File: config.mk
export PLATFORM = sky130hd
export DESIGN_NAME = map_ram_arbiter
export DESIGN_NICKNAME = d
export VERILOG_FILES = /design/src/rtl/map_ram_arbiter.sv
export SDC_FILE = /design/constraint.sdc
export NUM_CORES = 1
export LEC_CHECK = 0
export BUFFER_PORTS_ARGS = -buffer_cell sky130_fd_sc_hd__clkbuf_2
export CAP_MARGIN = 20
export CORE_ASPECT_RATIO = 0.5
export CORE_MARGIN = 2
export CORE_UTILIZATION = 25
export CTS_BUF_LIST = sky130_fd_sc_hd__clkbuf_16
export CTS_CLUSTER_DIAMETER = 200
export DETAILED_ROUTE_END_ITERATION = 16
export SLEW_MARGIN = 15
export SYNTH_ARGS = -nofsm -noshare
export SYNTH_HDL_FRONTEND = slang
export SYNTH_SLANG_ARGS = --single-unit
File: constraint.sdc
create_clock -name i_clk -period 1.55 [get_ports i_clk]
set_clock_uncertainty 0.05 [all_clocks]
set_input_delay 0.2325 -clock i_clk [delete_from_list [all_inputs] [get_ports i_clk]]
set_output_delay 0.2325 -clock i_clk [all_outputs]
set_load 0.005 [all_outputs]
File: src/rtl/map_ram_arbiter.sv
// Tile-map RAM arbiter: renderer vs. game engine on a single-port RAM.
// Grants are combinational, the RAM command is registered, and completions return two cycles after grant.
module map_ram_arbiter #(
    parameter int ROWS        = 36,
    parameter int COLS        = 28,
    parameter int DW          = 8,
    parameter int STALL_LIMIT = 800
) (
    input  logic          i_clk,
    input  logic          i_rst_n,
    input  logic          i_show_en,

    input  logic          i_r_req,
    input  logic [5:0]    i_r_row,
    input  logic [4:0]    i_r_col,
    output logic          o_r_gnt,
    output logic          o_r_rvalid,
    output logic [DW-1:0] o_r_rdata,

    input  logic          i_g_req,
    input  logic          i_g_we,
    input  logic [5:0]    i_g_row,
    input  logic [4:0]    i_g_col,
    input  logic [DW-1:0] i_g_wdata,
    output logic          o_g_gnt,
    output logic          o_g_rvalid,
    output logic [DW-1:0] o_g_rdata,
    output logic          o_g_err,
    output logic          o_g_stall,

    output logic          o_ram_en,
    output logic          o_ram_we,
    output logic [9:0]    o_ram_addr,
    output logic [DW-1:0] o_ram_wdata,
    input  logic [DW-1:0] i_ram_rdata
);

    localparam int CNT_W = ($clog2(STALL_LIMIT + 1) > 10) ? $clog2(STALL_LIMIT + 1) : 10;
    localparam logic [CNT_W-1:0] CNT_MAX = CNT_W'(STALL_LIMIT);

    // row*28 + col built from shifts so no multiplier is inferred
    function automatic logic [9:0] tile_addr(input logic [5:0] row, input logic [4:0] col);
        logic [9:0] r10;
        r10 = {4'b0, row};
        return (r10 << 4) + (r10 << 3) + (r10 << 2) + {5'b0, col};
    endfunction

    function automatic logic in_range(input logic [5:0] row, input logic [4:0] col);
        return (int'(row) < ROWS) && (int'(col) < COLS);
    endfunction

    function automatic logic [CNT_W-1:0] sat_inc(input logic [CNT_W-1:0] cnt);
        return (cnt >= CNT_MAX) ? CNT_MAX : cnt + CNT_W'(1);
    endfunction

    logic             r_ok;
    logic             g_ok;
    logic             contend;
    logic             r_gnt;
    logic             g_gnt;

    logic             rr_game_q;
    logic             rr_game_d;
    logic [CNT_W-1:0] stall_cnt_q;
    logic [CNT_W-1:0] stall_cnt_d;
    logic             stall_q;

    logic             ram_en_p1_q,    ram_en_p1_d;
    logic             ram_we_p1_q,    ram_we_p1_d;
    logic [9:0]       ram_addr_p1_q,  ram_addr_p1_d;
    logic [DW-1:0]    ram_wdata_p1_q, ram_wdata_p1_d;
    logic             tag_vld_p1_q,   tag_vld_p1_d;
    logic             tag_game_p1_q,  tag_game_p1_d;
    logic             tag_err_p1_q,   tag_err_p1_d;

    logic             r_rvalid_p2_q;
    logic             g_rvalid_p2_q;
    logic             err_p2_q;
    logic             g_err_p2_q;

    assign r_ok    = in_range(i_r_row, i_r_col);
    assign g_ok    = in_range(i_g_row, i_g_col);
    assign contend = i_r_req & i_g_req;

    // Grants are suppressed while reset is held so every output reads 0 immediately
    always_comb begin
        r_gnt = 1'b0;
        g_gnt = 1'b0;
        if (i_rst_n) begin
            if (contend) begin
                if (i_show_en) begin
                    r_gnt = 1'b1;
                end else if (rr_game_q) begin
                    g_gnt = 1'b1;
                end else begin
                    r_gnt = 1'b1;
                end
            end else begin
                r_gnt = i_r_req;
                g_gnt = i_g_req;
            end
        end
    end

    // Pointer moves only when both were asking; it then favours whoever lost
    always_comb begin
        rr_game_d = rr_game_q;
        if (contend && (r_gnt || g_gnt)) begin
            rr_game_d = r_gnt;
        end
    end

    always_comb begin
        stall_cnt_d = '0;
        if (i_g_req && !g_gnt) begin
            stall_cnt_d = sat_inc(stall_cnt_q);
        end
    end

    // Stage p0 -> p1: RAM command and completion tag
    always_comb begin
        ram_en_p1_d    = (r_gnt & r_ok) | (g_gnt & g_ok);
        ram_we_p1_d    = g_gnt & g_ok & i_g_we;
        ram_addr_p1_d  = '0;
        ram_wdata_p1_d = '0;
        if (r_gnt && r_ok) begin
            ram_addr_p1_d = tile_addr(i_r_row, i_r_col);
        end else if (g_gnt && g_ok) begin
            ram_addr_p1_d = tile_addr(i_g_row, i_g_col);
        end
        if (ram_we_p1_d) begin
            ram_wdata_p1_d = i_g_wdata;
        end
        tag_vld_p1_d  = r_gnt | (g_gnt & (~i_g_we | ~g_ok));
        tag_game_p1_d = g_gnt;
        tag_err_p1_d  = (r_gnt & ~r_ok) | (g_gnt & ~g_ok);
    end

    always_ff @(posedge i_clk or negedge i_rst_n) begin
        if (!i_rst_n) begin
            rr_game_q      <= 1'b1;
            stall_cnt_q    <= '0;
            stall_q        <= 1'b0;
            ram_en_p1_q    <= 1'b0;
            ram_we_p1_q    <= 1'b0;
            ram_addr_p1_q  <= '0;
            ram_wdata_p1_q <= '0;
            tag_vld_p1_q   <= 1'b0;
            tag_game_p1_q  <= 1'b0;
            tag_err_p1_q   <= 1'b0;
            r_rvalid_p2_q  <= 1'b0;
            g_rvalid_p2_q  <= 1'b0;
            err_p2_q       <= 1'b0;
            g_err_p2_q     <= 1'b0;
        end else begin
            rr_game_q      <= rr_game_d;
            stall_cnt_q    <= stall_cnt_d;
            stall_q        <= (stall_cnt_d == CNT_MAX);
            ram_en_p1_q    <= ram_en_p1_d;
            ram_we_p1_q    <= ram_we_p1_d;
            ram_addr_p1_q  <= ram_addr_p1_d;
            ram_wdata_p1_q <= ram_wdata_p1_d;
            tag_vld_p1_q   <= tag_vld_p1_d;
            tag_game_p1_q  <= tag_game_p1_d;
            tag_err_p1_q   <= tag_err_p1_d;
            // Stage p1 -> p2: completion flags line up with RAM read data
            r_rvalid_p2_q  <= tag_vld_p1_q & ~tag_game_p1_q;
            g_rvalid_p2_q  <= tag_vld_p1_q & tag_game_p1_q;
            err_p2_q       <= tag_vld_p1_q & tag_err_p1_q;
            g_err_p2_q     <= tag_vld_p1_q & tag_game_p1_q & tag_err_p1_q;
        end
    end

    assign o_r_gnt     = r_gnt;
    assign o_g_gnt     = g_gnt;
    assign o_g_stall   = stall_q;
    assign o_ram_en    = ram_en_p1_q;
    assign o_ram_we    = ram_we_p1_q;
    assign o_ram_addr  = ram_addr_p1_q;
    assign o_ram_wdata = ram_wdata_p1_q;

    // Out-of-range completions return a blank tile instead of stale RAM data
    assign o_r_rvalid  = r_rvalid_p2_q;
    assign o_r_rdata   = (r_rvalid_p2_q && !err_p2_q) ? i_ram_rdata : '0;
    assign o_g_rvalid  = g_rvalid_p2_q;
    assign o_g_rdata   = (g_rvalid_p2_q && !err_p2_q) ? i_ram_rdata : '0;
    assign o_g_err     = g_err_p2_q;

endmodule
; ---- After elaboration in Yosys (flattened, before gate mapping)
; Index checks and enable logic that the tools add are counted.
[op_classes]
n_addsub = 7
order_cmp = 5
n_eq_ne = 1
mux = 15
bitwise_logic = 19
n_reduce_logical = 11
[ops]
columns = op, count
row1 = $mux W10, 4
row2 = $mux W8, 3
row3 = $add A10 B5 Y10, 2
row4 = $add A10 B8 Y10, 2
row5 = $add A10 B9 Y10, 2
row6 = $lt A6 B6 Y1 const B, 2
row7 = $and A1 B1 Y1, 11
row8 = $add A10 B1 Y10 const B, 1
row9 = $eq A10 B10 Y1 const B, 1
row10 = $ge A10 B10 Y1 const B, 1
row11 = $lt A5 B5 Y1 const B, 2
row12 = $logic_and A1 B1 Y1, 8
row13 = $mux W1, 8
row14 = $not A1 Y1, 4
row15 = $or A1 B1 Y1, 4
row16 = $logic_not A1 Y1, 2
row17 = $logic_or A1 B1 Y1, 1
[word_totals]
reg_bits = 39
in_bits = 44
out_inout_bits = 42

; ---- Depth between registers and ports, before layout
; Gate-level depths: netlist of run 1.
[depth]
word_depth = 8
ltp_mapped = 10
mapped_depth_nobuf = 10

; ---- Worst setup path after synthesis of run 1
; No wires, ideal clock.
[synth_timing]
kind = input to register
start = input port i_g_row[2]
end = register ram_addr_p1_q[8] (netlist: o_ram_addr[8])
setup_time_ps = 129
t_arrival_ps = 2537
required_time_ps = 1371
slack_ps = -1166
path_stages = 10
n_path_buf = 0
path_cell_list = inv_1 > fa_1 > fa_1 > inv_1 > ha_1 > fa_1 > a21o_1 > a21oi_1 > xor2_1 > o22ai_1
[synth_between]
elab_chain_len = 5
word_cells_on_any_way = 8
cone_classes = 3 x add/sub / 1 x order compare / 2 x mux / 2 x reduce/logical
[synth_lines]
columns = item, line
row1 = "start, declared", 22  ; input logic [5:0] i_g_row,
row2 = $add A10 B9 Y10 or $lt A6 B6 Y1 (tied branches), "45, 49"
row3 = $add A10 B8 Y10 or $logic_and A1 B1 Y1 (tied branches), "45, 49"
row4 = $add A10 B5 Y10 or $logic_and A1 B1 Y1 (tied branches), "45, 128"
row5 = $mux W10 *, 128  ; end else if (g_gnt && g_ok) begin
row6 = $mux W10 *, 126  ; if (r_gnt && r_ok) begin
row7 = via ram_addr_p1_d[8], 70  ; logic [9:0] ram_addr_p1_q, ram_addr_p1_d;
row8 = "end signal, assigned", 161  ; ram_addr_p1_q <= ram_addr_p1_d;
row9 = "end, declared", 70
; Mark *: on every way through the listed nets, which the timed path passes. The rest lies on a longest branch.
; A chain may end at the register's enable or synchronous reset.

; ---- Worst setup path after layout of run 1
; Same ends and word-level chain as after synthesis.

==> results of run 1 <==
[cells in the mapped netlist]
cell / number
a211oi_1: 3
o311ai_2: 1
and2_1: 22
nand2_1: 8
nor2b_2: 1
buf_4: 3
o21a_1: 1
a211oi_2: 1
nor2_2: 1
nand4_1: 2
nor2b_1: 5
nor2_1: 12
nor4_1: 2
o22ai_1: 6
buf_2: 3
a311oi_2: 1
a21bo_2: 1
inv_2: 2
nand3_1: 6
a311oi_1: 1
o21bai_1: 2
a21o_1: 4
fa_1: 16
and3_1: 11
a21oi_1: 10
dfrtp_1: 38
nand2b_1: 1
dfstp_2: 1
nand3_4: 1
buf_6: 2
nand4b_1: 1
ha_1: 31
nor3_1: 2
o21ai_0: 3
xnor2_1: 11
nand2b_4: 1
a22o_1: 6
o21ai_1: 2
a31oi_1: 1
xor2_1: 5
inv_1: 36
[through the flow]
stage | area, sq um | utilization, %
CTS | 4252 | 38.96
global placement | 3771 | 34.56
global route | 4382 | 40.16
floorplan | 2811 | -
detailed placement | 3771 | 34.56
finish | 4382 | 40.16
[power by group through the flow]
| stage | Clock [uW] | Combinational, uW | Sequential, uW |
|---|---|---|---|
| after CTS | 1190 | 1280 | 1100 |
| after floorplan | 0 | 582 | 1120 |
| after global routing | 1240 | 1470 | 1110 |
| after detailed placement | 0 | 1060 | 1120 |
| after global placement | 0 | 1050 | 1110 |
| final | 1160 | 1320 | 1100 |
[state kept, by name, indices dropped and copies added (netlist names)]
signal         flops
o_r_rvalid         1
tag_vld_p1_q       1
stall_cnt_q       10
o_g_err            1
o_g_stall          1
o_ram_wdata        8
o_g_rvalid         1
err_p2_q           1
o_ram_we           1
o_ram_en           1
rr_game_q          1
tag_err_p1_q       1
tag_game_p1_q      1
o_ram_addr        10
[timing repair]
action | 4_1_cts | 5_1_grt
pin swaps | 32 | 34
gates cloned | 0 | 1
gates resized for setup | 42 | 38
hold buffers | 1 | 0
endpoints found under the setup margin | 40 | 34
buffers inserted | 14 | 4
hold endpoints to repair | 39 | 0
[cell type report]
| type | count | area share (%) |
|---|---|---|
| Timing Repair Buffer | 153 | 23.04 |
| Inverter | 38 | 3.398 |
| Multi-Input combinational cell | 183 | 43.23 |
| Tap cell | 145 | 4.140 |
| Clock buffer | 5 | 2.856 |
| Sequential cell | 39 | 22.33 |
| Clock inverter | 3 | 0.9994 |
[cell families (layout without fill, tap and decap cells)]
family	count (synthesis)	in the layout	synth area share, %
XOR/XNOR	16	16	5.047
buffers and inverters	46	199	7.300
flip-flops	39	39	35.20
AND/OR/NAND/NOR	76	77	15.82
AO/OA/AOI/OAI	43	43	11.13
adder cells (fa/ha/maj)	47	47	25.51
[cell usage in the layout (no fill, tap or decap), types with 4 or more instances in the layout]
cell type  Yosys  layout
inv_1         36      22
and2_4         0       4
and2_1        22      19
nor2_1        12      10
o22ai_1        6       6
a21oi_2        0       5
xor2_1         5       5
nand2_1        8       6
and3_1        11       9
clkbuf_16      0       5
fa_2           0       4
ha_4           0      10
buf_4          3      58
dfrtp_1       38      37
buf_6          2      15
a22o_1         6       6
clkbuf_2       0      79
a21oi_1       10       5
inv_2          2      14
fa_1          16      12
a21o_1         4       4
xnor2_1       11       8
ha_1          31      21
[metal layers]
layer / vias up / global-route usage [%] / wire, um
li1: 1190 / - / -
met1: 1159 / 12.87 / 2734
met2: 53 / 21.07 / 3483
met3: 9 / 1.767 / 253
met4: 0 / 3.981 / 87
met5: - / 0 / 0
[worst paths after layout]
path                                       endpoint  slack, ps                     from
max reg2reg                 o_ram_addr[2]$_DFF_PN0_        -10    rr_game_q$_DFFE_PN1P_
min                         o_ram_addr[0]$_DFF_PN0_        120               i_g_col[0]
min reg2reg                    o_r_rvalid$_DFF_PN0_        390  tag_game_p1_q$_DFF_PN0_
min in group asynchronous     rr_game_q$_DFFE_PN1P_        560                  i_rst_n
max in group asynchronous  stall_cnt_q[4]$_DFF_PN0_        620                  i_rst_n
max                         o_ram_addr[8]$_DFF_PN0_       -800               i_g_row[2]
==> metrics.cfg, run 1 <==
[sta]
finalWorstSetupSlack_ps=-797.6
setup_viol=12
fmax_mhz=426.0
setup_tns_ps=-3571
period_share_pct=151.5
drv_slew=0
tightest_slew_ps=462.3
holdWs_ps=121.8
hold_violations=0
rsz0062_at_grt=true
relSlewSlack_pct=69.13
finalCriticalPeriod_ps=2348

[setup_path]
path_buf_inv=3
path_class=input port to flop
path_cells=buf_6, clkinvlp_4, fa_1, fa_1, inv_2, ha_4, fa_2, a21o_1, a21oi_2, xor2_1, o22ai_1
cpMaxStageDelayCell=fa_1
endpoint_kind=flop
path_max_fanout=2
cp_data_arrival_time_ps=2460
crit_cells=11
slowest_delay_ps=510
path_delay_family=adder cells
required_ps=1660
reg2regPathDepth=8
cp-start-kind=input port
crit_top_cell=fa_1

[die]
die_w_um=153.0
initial_core_util_pct=25.44
io_pins=86
core_sq_um=10910
num_rows=27
die_h_um=78.52
die_area_sq_um=12020

[route]
wl_per_cell_um=11.59
drt-vias-per-instance=4.260
wl_um=6558
ant_nets=0
drt_iter0_drc=94
drc_errors=0
drt_first_pass_iters=4
vias=2411

[power]
p_comb_share_pct=36.8
seqPwrFrac_pct=30.8
ir_drop_uv=394.9
p_total_uw=3578
p_int_uw=2563
netSwitchingFraction_pct=28.38
p_clk_share_pct=32.5
power_density_nw_per_um2=816.6
p_leak_uw=0.002247
power_switching_uw=1015

[clock_tree]
htreeDepth=2
cts_buffers=5
tritoncts=yes
cts-root-buf=clkbuf_16
clock_latency_ps=280
clkSinkCount=39
clk_pin_slew_ps=60
ctsLongestPathBuffers=2

[cells_and_area]
multi_input_area_sq_um=1894
register_area_sq_um=978.4
diodes=0
stdcell_count=566
drive_gt1_share_pct=54.63
nFillCells=1079
area_delta_synth_final_pct=57.82
nets=511

[synth]
syn_nets=358
synth-seq-cells=39
synthesis.area_sq_um=2776
synth_cell_types=41
synthCells=267
ys_seq_area_share_pct=35.20
yosysTopAreaCellShare_pct=34.25
ys_top_cells_by_area=dfrtp_1, ha_1, fa_1
ys.warnings.count=0
postSynthAreaPerCell_sq_um=10.40
synth_top_cell_by_area=dfrtp_1

[global_routing]
grt_first_pass_wirelength_um=11040
grt_pass1_vias=2446
gr-total-overflow=0
grt_antenna_before_repair=0
grt_usage_pct=11.14
grt_max_degree=21

[placement]
dp_cells=544
place_congestion=0.7590
hpwlAfterDp_um=5033
port-buffer-count=85
dpl_worst_slack_ps=-1186

[flow_run]
cap_viol_max_count=0

[status]
violations=negative setup slack
run_status=complete, but fails checks

[min_path]
min_path_type=input port to flop
hold_path_depth=2

Power figures use the tool's default switching activity.
==> run 2, diff against run 1 <==
--- a/config.mk
+++ b/config.mk
@@ -13,6 +13,7 @@
 export CTS_BUF_LIST = sky130_fd_sc_hd__clkbuf_16
 export CTS_CLUSTER_DIAMETER = 200
 export DETAILED_ROUTE_END_ITERATION = 16
+export SKIP_LAST_GASP = 1
 export SLEW_MARGIN = 15
 export SYNTH_ARGS = -nofsm -noshare
 export SYNTH_HDL_FRONTEND = slang
==> metrics.cfg, run 2 (synthesized netlist as in run 1, its figures left out) <==
[clock_tree]
cts-root-buf=clkbuf_16
clkSinkCount=39
ctsLongestPathBuffers=2
clock_latency_ps=280
cts_buffers=5
htreeDepth=2
tritoncts=yes
clk_pin_slew_ps=60

[setup_path]
slowest_delay_ps=510
path_class=input port to flop
path_cells=buf_6, clkinvlp_4, fa_1, fa_1, inv_2, ha_4, fa_2, a21o_1, a21oi_2, xor2_1, o22ai_1
crit_top_cell=fa_1
cp_data_arrival_time_ps=2460
endpoint_kind=flop
required_ps=1660
cpMaxStageDelayCell=fa_1
path_delay_family=adder cells
path_buf_inv=3
cp-start-kind=input port
path_max_fanout=2

[die]
die_area_sq_um=12020
die_h_um=78.52
num_rows=27
initial_core_util_pct=25.44
die_w_um=153.0
core_sq_um=10910
io_pins=86

[power]
p_total_uw=3572
ir_drop_uv=394.9
p_leak_uw=0.002243
power_density_nw_per_um2=817.0

[global_routing]
gr-total-overflow=0
grt_first_pass_wirelength_um=10980
grt_pass1_vias=2444
grt_max_degree=21
grt_antenna_before_repair=0
grt_usage_pct=11.08

[status]
violations=negative setup slack
run_status=complete, but fails checks

[sta]
setup_viol=12
setup_tns_ps=-3699
hold_violations=0
relSlewSlack_pct=69.08
finalWorstSetupSlack_ps=-799.2
rsz0062_at_grt=true
fmax_mhz=425.7
finalCriticalPeriod_ps=2349
tightest_slew_ps=463.1
drv_slew=0
period_share_pct=151.6

[route]
ant_nets=0
drt-vias-per-instance=4.237
drt_first_pass_iters=4
wl_per_cell_um=11.48
drt_iter0_drc=114
drc_errors=0
vias=2398
wl_um=6496

[cells_and_area]
multi_input_area_sq_um=1889
register_area_sq_um=978.4
diodes=0
final_cell_mix=clkbuf_2, buf_4, dfrtp_1
area_delta_synth_final_pct=57.50
layout_commonest_cell=clkbuf_2
nets=511
stdcell_count=566
drive_gt1_share_pct=54.63
nFillCells=1076

[placement]
place_congestion=0.7590
port-buffer-count=85
dpl_worst_slack_ps=-1186
hpwlAfterDp_um=5033
dp_cells=544

[flow_run]
cap_viol_max_count=0

[min_path]
min_path_type=input port to flop

run 2: final cells by class:
type	instances	share of cell area, %
Clock inverter	3	1.001
Inverter	38	3.405
Timing Repair Buffer	153	23.00
Multi-Input combinational cell	183	43.20
Clock buffer	5	2.861
Tap cell	145	4.149
Sequential cell	39	22.37
run 2: report_power, final:
| group | internal [uW] | switching [uW] |
|---|---|---|
| clock network | 758 | 404 |
| logic | 727 | 584 |
| registers | 1080 | 24.6 |
run 2: through the flow:
stage | util (%) | area [sq um] | hold WS, ps
finish | 40.08 | 4373 | 121.8
detailed placement | 34.56 | 3771 | 199.1
floorplan | - | 2811 | -113.1
CTS | 38.85 | 4239 | 119.7
global route | 40.08 | 4373 | 124.5
global placement | 34.56 | 3771 | 205.9
run 2: worst reg2reg max path, cell delays in order, from the launching register on:
cell and delay [ps]:
dfstp_2 530, nor2b_4 150, nand2b_4 140, nand3_4 70, inv_2 70, buf_4 100, buf_4 110, and2_4 170
a22o_1 130
run 2: final timing paths:
path,startpoint,endpoint,slack (ps),depth (start not counted)
worst max-delay path,i_g_row[2],o_ram_addr[8]$_DFF_PN0_,-800,11
worst min-delay path,i_g_col[0],o_ram_addr[0]$_DFF_PN0_,120,2
worst max register to register,rr_game_q$_DFFE_PN1P_,o_ram_addr[2]$_DFF_PN0_,-30,8
worst min register to register,tag_game_p1_q$_DFF_PN0_,o_r_rvalid$_DFF_PN0_,390,1
max in group asynchronous,i_rst_n,stall_cnt_q[4]$_DFF_PN0_,610,3
min in group asynchronous,i_rst_n,rr_game_q$_DFFE_PN1P_,560,2
run 2: metal layers:
metal | wire length, um | global-route usage [%] | vias up
met3 | 216 | 1.767 | 9
met4 | 83 | 3.981 | 0
met5 | 0 | 0 | -
li1 | - | - | 1189
met2 | 3455 | 20.89 | 41
met1 | 2740 | 12.83 | 1159
run 2: what timing repair did:
item                       CTS  global route
hold endpoints to repair    39             0
pin swaps                   32            32
gates resized for setup     41            38
buffers inserted            14             4
setup endpoints to repair   40            34
gates cloned                 0             1
hold buffers                 1             0
